**src/rtl/fifo_wr_arbiter.sv**
```systemverilog
// fifo_wr_arbiter: round-robin burst arbiter merging NumReq write streams into one fifo write port
module fifo_wr_arbiter #(
  parameter int NumReq     = 4,
  parameter int WordLength = 8,
  parameter int MaxBurst   = 4
) (
  input  logic                         clk_i,
  input  logic                         rst_ni,
  input  logic [NumReq-1:0]            req_valid_i,
  input  logic [NumReq*WordLength-1:0] req_data_i,
  output logic [NumReq-1:0]            req_ready_o,
  output logic                         fifo_wr_o,
  output logic [WordLength-1:0]        fifo_w_data_o,
  input  logic                         fifo_full_i,
  output logic [NumReq-1:0]            grant_o,
  output logic                         busy_o
);
  localparam int IdxW = $clog2(NumReq);
  localparam int CntW = $clog2(MaxBurst + 1);
  localparam logic [0:0] IDLE  = 1'b0;
  localparam logic [0:0] GRANT = 1'b1;
  logic [0:0]      state_q, state_d;
  logic [IdxW-1:0] g_q, g_d, p_q, p_d, sel, cand, g_nxt;
  logic [IdxW:0]   sum;
  logic [CntW-1:0] cnt_q, cnt_d;
  logic            found, xfer;
  assign busy_o        = state_q == GRANT;
  assign xfer          = busy_o && req_valid_i[g_q] && !fifo_full_i;
  assign fifo_wr_o     = xfer;
  assign grant_o       = busy_o ? NumReq'(1) << g_q : '0;
  assign req_ready_o   = busy_o && !fifo_full_i ? grant_o : '0;
  assign fifo_w_data_o = busy_o ? req_data_i[g_q*WordLength +: WordLength] : '0;
  assign g_nxt         = (g_q == IdxW'(NumReq - 1)) ? '0 : g_q + 1'b1;
  // first valid requester searching p, p+1, ... with wrap at NumReq
  always_comb begin
    sel   = p_q;
    found = 1'b0;
    sum   = '0;
    cand  = '0;
    for (int i = 0; i < NumReq; i++) begin
      sum  = {1'b0, p_q} + (IdxW+1)'(i);
      cand = (sum >= (IdxW+1)'(NumReq)) ? IdxW'(sum - (IdxW+1)'(NumReq)) : IdxW'(sum);
      if (!found && req_valid_i[cand]) begin
        sel   = cand;
        found = 1'b1;
      end
    end
  end
  // arbitrate in IDLE; count burst and release in GRANT; a full fifo freezes everything
  always_comb begin
    state_d = state_q;
    g_d     = g_q;
    p_d     = p_q;
    cnt_d   = cnt_q;
    if (!busy_o) begin
      if (found) begin
        state_d = GRANT;
        g_d     = sel;
        cnt_d   = '0;
      end
    end else if (!fifo_full_i) begin
      cnt_d = xfer ? cnt_q + 1'b1 : cnt_q;
      if (!req_valid_i[g_q] || cnt_q == CntW'(MaxBurst - 1)) begin
        state_d = IDLE;
        p_d     = g_nxt;
      end
    end
  end
  // state registers, cleared asynchronously so a mid-burst reset aborts at once
  always_ff @(posedge clk_i or negedge rst_ni) begin
    if (!rst_ni) begin
      state_q <= IDLE;
      g_q     <= '0;
      p_q     <= '0;
      cnt_q   <= '0;
    end else begin
      state_q <= state_d;
      g_q     <= g_d;
      p_q     <= p_d;
      cnt_q   <= cnt_d;
    end
  end
endmodule

```
**config.mk**
```make
export PLATFORM = sky130hd
export DESIGN_NAME = fifo_wr_arbiter
export DESIGN_NICKNAME = d
export VERILOG_FILES = /design/src/rtl/fifo_wr_arbiter.sv
export SDC_FILE = /design/constraint.sdc
export NUM_CORES = 1
export LEC_CHECK = 0
export CAP_MARGIN = 20
export CORE_MARGIN = 1
export CORE_UTILIZATION = 38
export CTS_BUF_LIST = sky130_fd_sc_hd__clkbuf_8
export DETAILED_ROUTE_END_ITERATION = 16
export PLACE_DENSITY = 0.83
export REMOVE_ABC_BUFFERS = 1
export SYNTH_ARGS = -nofsm -noshare
export SYNTH_HDL_FRONTEND = slang
export SYNTH_SLANG_ARGS = --single-unit
```
**constraint.sdc**
```tcl
create_clock -name clk_i -period 2.04 [get_ports clk_i]
set_clock_uncertainty 0.15 [all_clocks]
set_input_delay 0.204 -clock clk_i [delete_from_list [all_inputs] [get_ports clk_i]]
set_output_delay 0.204 -clock clk_i [all_outputs]
set_load 0.01 [all_outputs]
```
# Yosys cells after proc, flatten, opt, wreduce, memory -nomap -nowiden
# Index checks and enable logic that the tools add are counted.
[classes] addsub=9 order_cmp=9 eq_ne=4 shifts=2 n_mux=34 bitwise_logic=2 reduce_logical=16
[op_table] op="variable part select 32 x 6 -> 8 bit" n=1
[op_table] op="two-way mux 2 bit" n=9
[op_table] op="less-than comparator 2 x 3 -> 1 bit (second input constant)" n=5
[op_table] op="two-way mux 1 bit" n=13
[op_table] op="two-way mux 3 bit" n=4
[op_table] op="binary-select mux 1 bit (select 2 bit)" n=5
[op_table] op=">= comparator 3 bit (second input constant)" n=3
[op_table] op="two-way mux 4 bit" n=2
[op_table] op="two-way mux 8 bit" n=1
[op_table] op="subtractor 2 x 1 -> 2 bit (second input constant)" n=4
[op_table] op="adder 2 x 2 -> 3 bit (second input constant)" n=2
[op_table] op="logical AND 1 bit" n=6
[op_table] op="AND reduction 3 bit" n=2
[op_table] op="logical NOT 1 bit" n=5
[op_table] op="left shift 1 x 2 -> 4 bit (first input constant)" n=1
[op_table] op="adder 2 x 1 -> 3 bit (second input constant)" n=1
[op_table] op="adder 3 x 1 -> 3 bit (second input constant)" n=1
[op_table] op="== test 3 x 2 -> 1 bit (second input constant)" n=1
[op_table] op=">= comparator 2 x 3 -> 1 bit (second input constant)" n=1
[op_table] op="adder 2 x 1 -> 2 bit (second input constant)" n=1
[op_table] op="== test 2 bit (second input constant)" n=1
[op_table] op="!= test 2 x 1 -> 1 bit (second input constant)" n=1
[op_table] op="!= test 2 bit (second input constant)" n=1
[op_table] op="inverter 1 bit" n=2
[op_table] op="3 further kinds" n=3
[word_totals] ff_bits=8 inputBits=39 word_cells=80

# Depth between registers and ports, before layout
# Gate-level depths: netlist of the first run.
[depth] depth_word=16 depth_mapped=5

# Worst setup path after synthesis of the first run
# Ideal clock, no wire load.
[synth_timing] kind="register -> register" startpoint="register g_q[0]" endpoint="register p_q[0]" setup_time_ns=0.128 arrival_ns=1.522 path_slack_ns=0.240 path_stages_with_launch=4 path_buffers=0 period_less_slack_ns=1.800 cell_sequence="dfrtp_1 -> mux4_2 -> a21boi_2 -> mux2_1"
[synth_between] elab_chain_cells=5 word_cells_on_any_way=8 classes_between="add/sub (1); eq/ne (1); mux (3); reduce/logical (3)"
[synth_lines] item="start, declared" line="23" text="logic [IdxW-1:0] g_q, g_d, p_q, p_d, sel, cand, g_nxt;"
[synth_lines] item="start signal, assigned" line="78" text="g_q <= g_d;"
[synth_lines] item="binary-select mux 1 bit (select 2 bit)" line="63" text="if (!req_valid_i[g_q] || cnt_q == CntW'(MaxBurst - 1)) begin"
[synth_lines] item="two-way mux 1 bit (implied by the code)" line="63"
[synth_lines] item="logical NOT 1 bit" line="63"
[synth_lines] item="logical OR 1 bit" line="63"
[synth_lines] item="AND reduction 3 bit (no line)"
[synth_lines] item="end signal, assigned" line="79" text="p_q <= p_d;"
[synth_lines] item="end, declared" line="23"
# Parallel ways exist; a longest one is shown, timed or not. The select of a mux whose other input is x is not followed.
# A chain may end at the register's enable or synchronous reset.

# Worst setup path after layout of the first run
[layout_timing] startpoint="register g_q[0]" endpoint="output fifo_w_data_o[5]"
[layout_between] elab_chain_cells=2
[layout_lines] item="variable part select 32 x 6 -> 8 bit" line="32" text="assign fifo_w_data_o = busy_o ? req_data_i[g_q*WordLength +: WordLength] : '0;"
[layout_lines] item="two-way mux 8 bit" line="32"
[layout_lines] item="end, declared" line="13" text="output logic [WordLength-1:0] fifo_w_data_o,"
# Every way passes these cells.

==> results of run 1 <==
-- cell usage after synthesis, drive strengths merged (2+ instances only) --
master / count / area, sq um
a21boi: 3 / 26.27
and2: 19 / 118.9
buf: 3 / 21.27
clkbuf: 2 / 7.510
dfrtp: 8 / 200.2
ha: 6 / 75.07
inv: 8 / 30.03
mux2: 2 / 22.52
mux4: 9 / 202.7
nand2: 2 / 7.510
nand2b: 3 / 18.77
nand3: 3 / 15.01
nand4: 2 / 12.51
nor2: 3 / 11.26
o21ai: 2 / 10.01
-- what timing repair did --
action | CTS | global route
setup endpoints to repair | 18 | 14
pin swaps | 3 | 1
setup buffers | 11 | 2
hold buffers | 0 | 0
resized for setup | 41 | 14
-- flip-flops by register name, indices dropped and copies added (netlist names) --
register and count:
p_q 2, g_q 2, cnt_q 3, busy_o 1
-- worst max-delay path, cell delays in order, from the launching register on --
cell and delay (ns):
dfrtp_2 0.43, buf_12 0.14, buf_6 0.11, buf_6 0.10
mux4_2 0.41, and2_4 0.18, buf_6 0.11
-- final cells by class --
| cell class | count | share of cell area (%) |
|---|---|---|
| Clock buffer | 3 | 2.450 |
| Inverter | 8 | 1.782 |
| Multi-Input combinational cell | 69 | 39.20 |
| Sequential cell | 8 | 12.03 |
| Tap cell | 28 | 2.079 |
| Timing Repair Buffer | 77 | 42.46 |
-- how the worst max path moves through the flow --
stage | from | end | slack, ns | depth (start not counted)
finish | g_q[0] | fifo_w_data_o[5] | -0.01 | 6
global route | g_q[0] | fifo_w_data_o[5] | -0.05 | 6
CTS | g_q[0] | fifo_w_data_o[1] | -0.05 | 6
detailed placement | req_valid_i[2] | p_q[0] | -0.09 | 5
global placement | req_valid_i[3] | fifo_wr_o | -0.07 | 4
floorplan | g_q[0] | p_q[0] | -0.08 | 3
-- logic make-up after synthesis --
family | count (synthesis) | synth area share, %
adder cells (fa/ha/maj) | 6 | 8.356
flip-flops | 8 | 22.28
AO/OA/AOI/OAI | 15 | 13.79
multiplexers | 11 | 25.07
AND/OR/NAND/NOR | 37 | 23.96
buffers and inverters | 13 | 6.546
-- stage by stage --
step | area (sq um) | std cells
floorplan | 869.6 | 85
global placement | 1545 | 178
detailed placement | 1545 | 178
CTS | 1653 | 192
global route | 1685 | 193
finish | 1685 | 193
-- layer usage --
layer  GRT usage (%)  share of wire, %  up-vias
met5               0                 0        -
met4           6.944               1.3        0
met3           5.152               7.3        6
met2           45.11                53       47
met1           29.55                38      487
li1                -                 -      479
-- power breakdown --
group          internal (mW)  total [mW]  switching, mW
Sequential             0.240       0.326         0.0860
Combinational          0.876        1.45          0.574
Clock                  0.128       0.192         0.0637
Total                   1.24        1.97          0.724
==> impl_metrics.json, run 1 <==
{
  "status": "finished with violations",
  "failed_checks": "negative setup slack",
  "area_growth_pct": 87.60,
  "timing_hold_violations_final": 0,
  "finalMaxSlewViolations": 0,
  "worstSetupPathType": "reg2out",
  "total_power_mw": 1.968,
  "fmax_mhz": 486.7,
  "final_common_cell": "clkdlybuf4s50_1",
  "dr.pass1.iters": 4,
  "grt_usage_pct": 24.97,
  "die_w_um": 50.62,
  "r2r_start": "g_q[0]",
  "cp_max_fo": 4,
  "gp_congestion": 0.7986,
  "leakagePower_nw": 0.7756,
  "r2r-end": "p_q[1]",
  "drv_cap": 0,
  "cts_tree": "built",
  "startpoint_type": "flop",
  "syn_inst": 90,
  "synthArstFlopShare_pct": 100.0,
  "core_sq_um": 2212,
  "cts_inserted_buffers": 3,
  "antenna_left": 0,
  "min_path_type": "in2async",
  "io_pins": 57,
  "cp-end-kind": "output pin",
  "powerDensity_nw_per_um2": 1168,
  "antenna_found_initial": 0,
  "hpwl_um": 2059,
  "arrival_ns": 1.70,
  "setup_violations": 2,
  "r2r_slack_ns": 0.07,
  "cp_data_required_time_ns": 1.69,
  "wl_um": 2970,
  "post-route-util_pct": 76.19,
  "clk_latency_ns": 0.23,
  "rsz0062_at_grt": "yes",
  "min_period_over_period_pct": 100.7,
  "synth_seq_cells": 8,
  "floorplan.rows": 17,
  "portBuffers": 56,
  "start_util_pct": 40.61,
  "multi_input_area_sq_um": 660.6,
  "worst_pin_slew_ns": 0.4209,
  "cts-root-buf": "clkbuf_8",
  "seq_area_frac_synth_pct": 22.28,
  "drt-initial-drc-count": 11,
  "layout_common_cells": "clkdlybuf4s50_1 (41), buf_4 (17), and2_1 (16), mux4_2 (9), inv_1 (8)",
  "hold_slack_ns": 0.1311,
  "final.min_clock_period_ns": 2.055,
  "place_ws_ns": -0.08653,
  "clk_pin_slew_ns": 0.04,
  "clock_sinks": 8,
  "grt-ovfl-total": 0,
  "chipHeight_um": 50.62,
  "avgSynthCellArea_sq_um": 9.982,
  "grt_pass1_vias": 1025,
  "synth_cell_types": 32,
  "htree_levels": 1,
  "synth-edff-count": 0,
  "setup_tns_ns": -0.01686,
  "grt_pass1_wl_um": 4712,
  "wl_per_cell_um": 15.39,
  "nFillCells": 163,
  "peakVddDrop_uv": 797.4,
  "dieArea_sq_um": 2562,
  "worst_slack_ns": -0.01468,
  "grt_max_degree": 22,
  "drive_above_1_share_pct": 32.12,
  "vias": 1019,
  "ff_latch_area_sq_um": 202.7,
  "nets": 212,
  "ys.flop_type": "dfrtp_1",
  "remaining_drc_errors": 0,
  "syn-cell-area_sq_um": 898.4,
  "reg2reg_depth": 5,
  "cts_buffer_depth": 2,
  "yosys_warnings": 0,
  "n_antenna_cell": 0,
  "avgViaCountPerCell": 5.280,
  "relSlewSlack_pct": 71.85
}
No activity file was read; power rests on OpenSTA's default activity.
==> inputs of run 2 (changes only) <==
--- a/config.mk
+++ b/config.mk
@@ -10,6 +10,7 @@
 export CORE_UTILIZATION = 38
 export CTS_BUF_LIST = sky130_fd_sc_hd__clkbuf_8
 export DETAILED_ROUTE_END_ITERATION = 16
+export GPL_TIMING_DRIVEN = 0
 export PLACE_DENSITY = 0.83
 export REMOVE_ABC_BUFFERS = 1
 export SYNTH_ARGS = -nofsm -noshare
==> impl_metrics.json, run 2 (synthesis gave the netlist of run 1 again) <==
{
  "multi_input_area_sq_um": 649.4,
  "r2r_slack_ns": 0.06,
  "setup_violations": 0,
  "arrival_ns": 1.94,
  "antenna_left": 0,
  "area_growth_pct": 70.61,
  "worst_pin_slew_ns": 0.5715,
  "grt_usage_pct": 23.44,
  "reg2reg_depth": 4,
  "fmax_mhz": 505.7,
  "core_sq_um": 2212,
  "drive_above_1_share_pct": 23.33,
  "min_period_over_period_pct": 96.93,
  "final_common_cell": "clkdlybuf4s50_1",
  "avgViaCountPerCell": 5.382,
  "ff_latch_area_sq_um": 206.4,
  "chipHeight_um": 50.62,
  "instances_no_fill": 178,
  "final.min_clock_period_ns": 1.977,
  "drt-initial-drc-count": 11,
  "remaining_drc_errors": 0,
  "r2r-end": "p_q[0]",
  "largest_register_ffs": 3,
  "start_util_pct": 40.61,
  "nFillCells": 169,
  "min_path_type": "in2async",
  "dr.pass1.iters": 4,
  "cp-end-kind": "flop",
  "cts_hold_repair.buffers": 0,
  "cts_tree": "built",
  "htree_levels": 1,
  "reg_top3": "cnt_q (3), g_q (2), p_q (2)",
  "cts_inserted_buffers": 3,
  "portBuffers": 56,
  "cts_buffer_depth": 2,
  "status": "finished, final reports clean",
  "clk_latency_ns": 0.23,
  "wl_um": 2562,
  "relSlewSlack_pct": 61.55,
  "finalMaxSlewViolations": 0,
  "setup_tns_ns": 0,
  "cp_max_fo": 6,
  "grt_pass1_vias": 998,
  "nets": 197,
  "vias": 958,
  "hpwl_um": 1894,
  "grt_pass1_wl_um": 4609,
  "clock_sinks": 8,
  "drv_cap": 0,
  "gp_congestion": 0.7719,
  "dieArea_sq_um": 2562,
  "n_antenna_cell": 0,
  "antenna_found_initial": 0,
  "die_w_um": 50.62,
  "grt_max_degree": 13,
  "layout_common_cells": "clkdlybuf4s50_1 (37), and2_1 (19), dlygate4sd2_1 (10), mux4_2 (9), inv_1 (8)",
  "startpoint_type": "flop",
  "rsz0062_at_grt": "no",
  "io_pins": 57,
  "cts-root-buf": "clkbuf_8",
  "leakagePower_nw": 0.6725,
  "cp_data_required_time_ns": 2.00,
  "peakVddDrop_uv": 754.9,
  "powerDensity_nw_per_um2": 1117,
  "regMostFlops": "cnt_q",
  "place_inst": 169,
  "timing_hold_violations_final": 0,
  "r2r_start": "g_q[0]",
  "wl_per_cell_um": 14.39,
  "clk_pin_slew_ns": 0.04,
  "worstSetupPathType": "reg2reg",
  "floorplan.rows": 17,
  "grt-ovfl-total": 0
}
## run 2: per-stage QoR
stage | area (sq um) | hold WS, ns | power (mW) | setup slack (ns) | utilization (%)
global placement | 1465 | 0.3484 | 1.470 | -0.4341 | 66.23
global route | 1533 | 0.1460 | 1.860 | 0.01161 | 69.29
CTS | 1567 | 0.1088 | 1.745 | 0.0007611 | 70.81
finish | 1533 | 0.1060 | 1.711 | 0.06272 | 69.29
detailed placement | 1465 | 0.3521 | 1.501 | -0.4645 | 66.23
floorplan | 869.6 | -0.2416 | 0.9894 | -0.08142 | -
## run 2: timing repair
action | 4_1_cts | 5_1_grt
setup endpoints to repair | 23 | 10
setup buffers | 6 | 0
gates resized for setup | 36 | 9
pin swaps | 0 | 0
## run 2: worst max-delay path by stage
stage	end	from	depth (start not counted)	slack (ns)
3_5_place_dp	fifo_wr_o	g_q[0]	3	-0.46
4_1_cts	fifo_w_data_o[4]	g_q[0]	4	0.0008
3_3_place_gp	fifo_wr_o	g_q[0]	3	-0.43
2_1_floorplan	p_q[0]	g_q[0]	3	-0.08
6_report	p_q[0]	g_q[0]	4	0.06
5_1_grt	p_q[0]	g_q[0]	4	0.01
## run 2: worst max-delay path: stages, from the launching register on
cell	delay (ns)
dfrtp_4	0.47
mux4_2	0.53
buf_4	0.18
a21boi_4	0.19
mux2_1	0.33
## run 2: report_power, final
part	switching, mW	leakage [nW]	internal, mW	total, mW
clock	0.0646	0.0216	0.128	0.193
combinational	0.460	0.558	0.677	1.14
sequential	0.136	0.0925	0.246	0.382
total	0.660	0.672	1.05	1.71
## run 2: layout make-up
| type | count | area share, % |
|---|---|---|
| clock buffer | 3 | 2.694 |
| inverter | 8 | 1.959 |
| multi-input combinational | 69 | 42.37 |
| timing repair buffer | 62 | 37.22 |
| sequential | 8 | 13.47 |
| tap | 28 | 2.286 |
## run 2: metal layers
metal / global-route usage [%] / up-vias / wire (um)
met5: 0 / - / 0
met4: 6.944 / 0 / 42
met3: 3.030 / 6 / 160
met2: 44.00 / 41 / 1363
met1: 27.26 / 461 / 995
li1: - / 450 / -
